## src/rtl/vga_text_renderer.sv

```systemverilog
// Text-mode pixel generator: turns VGA timing (hPos/vPos/bright/syncs) into
// RGB for an 80x30 screen of 8x16 glyphs fetched from external synchronous
// character RAM and font ROM, with a blinking underline cursor. Three pixel
// ticks of latency; syncs and bright are delayed to stay aligned with rgb.
module vga_text_renderer #(
  parameter int unsigned COLS         = 80,
  parameter int unsigned ROWS         = 30,
  parameter int unsigned BLINK_FRAMES = 30
) (
  input  logic        clk,
  input  logic        clr,
  input  logic        clkEnable,
  input  logic [9:0]  hPos,
  input  logic [8:0]  vPos,
  input  logic        bright,
  input  logic        hSyncIn,
  input  logic        vSyncIn,
  output logic [11:0] charAddr,
  input  logic [15:0] charData,
  output logic [11:0] fontAddr,
  input  logic [7:0]  fontData,
  input  logic [6:0]  cursorCol,
  input  logic [4:0]  cursorRow,
  input  logic        cursorEn,
  output logic [7:0]  rgb,
  output logic        hSyncOut,
  output logic        vSyncOut,
  output logic        brightOut
);

  localparam int unsigned AW = 12;
  localparam int unsigned CW = 3;
  localparam int unsigned BW = (BLINK_FRAMES > 1) ? $clog2(BLINK_FRAMES) : 1;

  // Stage 0 registers (address issue)
  logic [AW-1:0] char_addr_q, char_addr_d;
  logic [2:0]    col3_s0_q, col3_s0_d;
  logic [3:0]    grow_s0_q, grow_s0_d;
  logic          hit_s0_q, hit_s0_d;
  logic          bright_s0_q, bright_s0_d;
  logic          hs_s0_q, hs_s0_d;
  logic          vs_s0_q, vs_s0_d;

  // Stage 1 registers (font address issue, colour latch)
  logic [AW-1:0] font_addr_q, font_addr_d;
  logic [CW-1:0] fg_s1_q, fg_s1_d;
  logic [CW-1:0] bg_s1_q, bg_s1_d;
  logic [2:0]    col3_s1_q, col3_s1_d;
  logic [3:0]    grow_s1_q, grow_s1_d;
  logic          hit_s1_q, hit_s1_d;
  logic          bright_s1_q, bright_s1_d;
  logic          hs_s1_q, hs_s1_d;
  logic          vs_s1_q, vs_s1_d;

  // Output registers
  logic [7:0]    rgb_q, rgb_d;
  logic          bright_out_q, bright_out_d;
  logic          hs_out_q, hs_out_d;
  logic          vs_out_q, vs_out_d;

  // Cursor blink state
  logic [BW-1:0] blink_cnt_q, blink_cnt_d;
  logic          phase_q, phase_d;

  // Combinational helpers
  logic [AW-1:0] addr_c;
  logic          hit_c;
  logic          vs_fall_c;
  logic [2:0]    bit_idx_c;
  logic          pixel_c;
  logic [CW-1:0] colour_c;
  logic          unused_ok;

  // Upper RAM word bits carry no meaning for rendering
  assign unused_ok = &{1'b0, charData[15:14]};

  // Cell address, cursor match, sync edge and pixel selection
  always_comb begin
    addr_c    = AW'(vPos[8:4]) * AW'(COLS) + AW'(hPos[9:3]);
    hit_c     = cursorEn
              && (32'(cursorCol) < COLS) && (32'(cursorRow) < ROWS)
              && (hPos[9:3] == cursorCol) && (vPos[8:4] == cursorRow);
    vs_fall_c = vs_s0_q & ~vSyncIn;
    bit_idx_c = 3'(3'd7 - col3_s1_q);
    pixel_c   = fontData[bit_idx_c]
              | (hit_s1_q & (grow_s1_q[3:1] == 3'b111) & phase_q);
    colour_c  = pixel_c ? fg_s1_q : bg_s1_q;
  end

  // Next-state for the whole pipeline; everything holds unless clkEnable
  always_comb begin
    char_addr_d  = char_addr_q;
    col3_s0_d    = col3_s0_q;
    grow_s0_d    = grow_s0_q;
    hit_s0_d     = hit_s0_q;
    bright_s0_d  = bright_s0_q;
    hs_s0_d      = hs_s0_q;
    vs_s0_d      = vs_s0_q;
    font_addr_d  = font_addr_q;
    fg_s1_d      = fg_s1_q;
    bg_s1_d      = bg_s1_q;
    col3_s1_d    = col3_s1_q;
    grow_s1_d    = grow_s1_q;
    hit_s1_d     = hit_s1_q;
    bright_s1_d  = bright_s1_q;
    hs_s1_d      = hs_s1_q;
    vs_s1_d      = vs_s1_q;
    rgb_d        = rgb_q;
    bright_out_d = bright_out_q;
    hs_out_d     = hs_out_q;
    vs_out_d     = vs_out_q;
    blink_cnt_d  = blink_cnt_q;
    phase_d      = phase_q;

    if (clkEnable) begin
      char_addr_d  = addr_c;
      col3_s0_d    = hPos[2:0];
      grow_s0_d    = vPos[3:0];
      hit_s0_d     = hit_c;
      bright_s0_d  = bright;
      hs_s0_d      = hSyncIn;
      vs_s0_d      = vSyncIn;

      font_addr_d  = {charData[7:0], grow_s0_q};
      fg_s1_d      = charData[10:8];
      bg_s1_d      = charData[13:11];
      col3_s1_d    = col3_s0_q;
      grow_s1_d    = grow_s0_q;
      hit_s1_d     = hit_s0_q;
      bright_s1_d  = bright_s0_q;
      hs_s1_d      = hs_s0_q;
      vs_s1_d      = vs_s0_q;

      rgb_d        = bright_s1_q
                   ? {colour_c[2], colour_c[2], colour_c[2],
                      colour_c[1], colour_c[1], colour_c[1],
                      colour_c[0], colour_c[0]}
                   : 8'h00;
      bright_out_d = bright_s1_q;
      hs_out_d     = hs_s1_q;
      vs_out_d     = vs_s1_q;

      if (vs_fall_c) begin
        if (blink_cnt_q == BW'(BLINK_FRAMES - 1)) begin
          blink_cnt_d = '0;
          phase_d     = ~phase_q;
        end else begin
          blink_cnt_d = BW'(blink_cnt_q + 1'b1);
        end
      end
    end
  end

  // State registers; sync delay lines reset to the inactive (high) level
  always_ff @(posedge clk or negedge clr) begin
    if (!clr) begin
      char_addr_q  <= '0;
      col3_s0_q    <= '0;
      grow_s0_q    <= '0;
      hit_s0_q     <= 1'b0;
      bright_s0_q  <= 1'b0;
      hs_s0_q      <= 1'b1;
      vs_s0_q      <= 1'b1;
      font_addr_q  <= '0;
      fg_s1_q      <= '0;
      bg_s1_q      <= '0;
      col3_s1_q    <= '0;
      grow_s1_q    <= '0;
      hit_s1_q     <= 1'b0;
      bright_s1_q  <= 1'b0;
      hs_s1_q      <= 1'b1;
      vs_s1_q      <= 1'b1;
      rgb_q        <= '0;
      bright_out_q <= 1'b0;
      hs_out_q     <= 1'b1;
      vs_out_q     <= 1'b1;
      blink_cnt_q  <= '0;
      phase_q      <= 1'b0;
    end else begin
      char_addr_q  <= char_addr_d;
      col3_s0_q    <= col3_s0_d;
      grow_s0_q    <= grow_s0_d;
      hit_s0_q     <= hit_s0_d;
      bright_s0_q  <= bright_s0_d;
      hs_s0_q      <= hs_s0_d;
      vs_s0_q      <= vs_s0_d;
      font_addr_q  <= font_addr_d;
      fg_s1_q      <= fg_s1_d;
      bg_s1_q      <= bg_s1_d;
      col3_s1_q    <= col3_s1_d;
      grow_s1_q    <= grow_s1_d;
      hit_s1_q     <= hit_s1_d;
      bright_s1_q  <= bright_s1_d;
      hs_s1_q      <= hs_s1_d;
      vs_s1_q      <= vs_s1_d;
      rgb_q        <= rgb_d;
      bright_out_q <= bright_out_d;
      hs_out_q     <= hs_out_d;
      vs_out_q     <= vs_out_d;
      blink_cnt_q  <= blink_cnt_d;
      phase_q      <= phase_d;
    end
  end

  assign charAddr  = char_addr_q;
  assign fontAddr  = font_addr_q;
  assign rgb       = rgb_q;
  assign hSyncOut  = hs_out_q;
  assign vSyncOut  = vs_out_q;
  assign brightOut = bright_out_q;

endmodule

```

## config.mk

```make
export PLATFORM = sky130hd
export DESIGN_NAME = vga_text_renderer
export DESIGN_NICKNAME = d
export VERILOG_FILES = /design/src/rtl/vga_text_renderer.sv
export SDC_FILE = /design/constraint.sdc
export NUM_CORES = 1
export LEC_CHECK = 0
export ABC_AREA = 1
export CORE_MARGIN = 4
export CORE_UTILIZATION = 46
export CTS_CLUSTER_SIZE = 10
export DETAILED_ROUTE_END_ITERATION = 7
export PLACE_DENSITY = 0.83
export SYNTH_ARGS = -nofsm -noshare
export SYNTH_HDL_FRONTEND = slang
export SYNTH_SLANG_ARGS = --single-unit
```

## constraint.sdc

```tcl
create_clock -name clk -period 1.35 [get_ports clk]
set_input_delay 0.405 -clock clk [delete_from_list [all_inputs] [get_ports clk]]
set_output_delay 0.405 -clock clk [all_outputs]
set_load 0.01 [all_outputs]
```

==> flow_summary.yaml <==
clock_tree:
  clk_pin_slew_worst_paths_ps: 70
  cts_root_buf: "clkbuf_8"
  clock_latency_ps: 340
  numCtsBuffers: 9
  clk_path_buf_depth: 2
  cts_tree: "built"
  cts_sinks: 60
  h-tree-depth: 3
setup_path:
  required_ps: 1610
  r2r-start: "fontAddr[2]"
  r2r-end: "rgb[1]"
  worstSetupStartpointType: "input pin"
  cp.arrival_ps: 1960
  critPathKind: "in2reg"
  cp_max_fo: 3
  r2r_slack_ps: 120
  crit_path_end_kind: "register"
  reg2reg_depth: 8
drt:
  wl_per_cell_um: 12.8
  drtIter0Drc: 105
  vias_per_cell: 4.83
  vias: 2765
  routed_wl_mm: 7.35
  dr.pass1.iters: 4
  ant_nets: 0
  drc: 0
global_routing:
  antenna_found_initial: 0
  grt_max_degree: 61
  grt_pass1_wl_mm: 11.9
  grt_overflow: 0
  grt_use_total: 0.196
  grt_pass1_vias: 2672
place:
  placed_cell_area_um2: 4210
  dp_cells: 549
  dp_hpwl_mm: 5.48
  io_buffers: 94
  gp_congestion: 0.868
floorplan:
  io_pins: 97
  die_x_um: 88.8
  row_count: 29
  start_util: 0.473
  core_area_um2: 6350
  die_area_um2: 7890
  fp.dieH_um: 88.8
synthesis:
  ys_types: 29
  netlist_area_um2: 3010
  synth_seq_cells: 60
  synth_top_area_cell: "dfrtp_1"
  yosysWarnings: 0
  seq_area_frac_synth: 0.502
  syn-mean-instance-area_um2: 8.19
  synth_area_leaders: "dfrtp_1, nand2_1, dfstp_2"
  synth_nets: 442
  synth_top_area_frac: 0.449
  synth_cells: 367
timing:
  skew_ps: 6.08
  fin_setup_tns_ps: -1380
  slew_headroom: 0.788
  drv_slew: 0
  layout_setup_ws_ps: -349
  hold_viol: 0
  period_needed_ps: 1700
  worstMarginPinSlew_ps: 318
  fin_crit_sh: 1.26
  finalSetupViolCount: 8
  rsz0062_at_grt: "yes"
  fmax_mhz: 588
run_status:
  status: "complete, but fails checks"
  violations: "negative setup slack"
final_layout:
  drive_above_1_share: 0.280
  fin_cells: 573
  nets: 566
  diodes: 0
  syn2layout_area_growth_pct: 46.7
  postLayoutCellArea_um2: 4410
run:
  cap_violations: 0
power:
  power_w: 0.00492
  power.leakage_nw: 2.25
  power.density_nw_per_um2: 1110
  vdd_drop_max_uv: 914
hold_path:
  hp-class: "in2async"
[cell usage after synthesis]
cell type	instances
nand2_1	154
dfrtp_1	54
inv_1	32
nand3_1	19
o21ai_0	19
nor2_1	13
ha_1	11
buf_2	8
a21oi_1	6
dfstp_2	6
nand4_1	6
buf_4	5
xor2_1	5
xnor2_1	4
clkbuf_1	3
nand3_2	3
o22ai_1	3
fa_1	2
inv_2	2
nand2_2	2
nor2_4	2
a31oi_1	1
nor2_2	1
nor3_1	1
o2111ai_1	1
o21bai_1	1
o221ai_1	1
o31ai_1	1
or2_2	1
[layout by cell type (no fill, tap or decap), drive strengths merged, types with 9 or more instances in the layout]
cell and count:
buf 76, clkdlybuf4s50 49, nand3 22, dfrtp 54, ha 11, nor2 16
o21ai 19, clkbuf 9, nand2 156, inv 35
[kinds of logic after synthesis]
kind of cell,Yosys count,synth area share
AND/OR/NAND/NOR,202,0.280
flip-flops,60,0.502
buffers and inverters,50,0.0720
AO/OA/AOI/OAI,33,0.0608
adder cells (fa/ha/maj),13,0.0591
XOR/XNOR,9,0.0262
[critical path: stages]
cell and delay (ps):
buf_8 100, ha_4 230, ha_4 160, fa_2 560, nand2_2 80, inv_4 80
nand2_2 60, nor2_4 90, nand2_1 60, a31oi_1 120
[state kept, by name (all words and copies together), names as in the netlist, 3 cells and up]
name,count
charAddr,12
fontAddr,12
blink_cnt_q,5
grow_s0_q,4
bg_s1_q,3
col3_s0_q,3
col3_s1_q,3
fg_s1_q,3
rgb,3
[routing by layer]
| layer | global-route usage | share of wire |
|---|---|---|
| met1 | 0.230 | 0.41 |
| met2 | 0.341 | 0.51 |
| met3 | 0.0652 | 0.065 |
| met4 | 0.0591 | 0.014 |
| met5 | 0 | 0 |
[how the worst max path moves through the flow]
stage,cells past startpoint,startpoint,slack (ps),endpoint
after floorplan,9,vPos[5],-530,charAddr[11]
after global placement,10,vPos[5],-1070,charAddr[11]
after detailed placement,10,vPos[5],-1150,charAddr[11]
after CTS,10,vPos[7],-280,charAddr[10]
after global routing,10,vPos[7],-380,charAddr[11]
final,10,vPos[7],-350,charAddr[11]
[metrics by stage]
step / utilization / hold slack, ps / setup WS [ps]
floorplan: - / 109 / -527
global placement: 0.663 / 433 / -1070
detailed placement: 0.663 / 435 / -1150
CTS: 0.686 / 58.3 / -277
global route: 0.695 / 54.1 / -379
finish: 0.695 / 51.8 / -349
[layout make-up]
class	instances	area [µm²]
Fill cell	499	1940
Sequential cell	60	1510
Clock inverter	7	52.6
Inverter	34	130
Multi-Input combinational cell	257	1430
Timing Repair Buffer	129	1070
Clock buffer	9	124
Tap cell	77	96.3
[where the power goes]
| part | leakage (nW) | total [W] | internal (W) | switching [W] |
|---|---|---|---|---|
| clock | 0.0779 | 0.00141 | 0.000669 | 0.000740 |
| sequential | 0.734 | 0.00220 | 0.00205 | 0.000153 |
| combinational | 1.44 | 0.00131 | 0.000660 | 0.000648 |
| total | 2.25 | 0.00492 | 0.00337 | 0.00154 |
[repair_timing]
item / in CTS / in global routing
buffers inserted: 8 / 1
pin swaps: 16 / 5
cloned: 0 / 0
endpoints found under the hold margin: 0 / 0
endpoints found under the setup margin: 43 / 12
resized for setup: 185 / 19
hold buffers: 0 / 0
(Power assumes the default switching activity.)
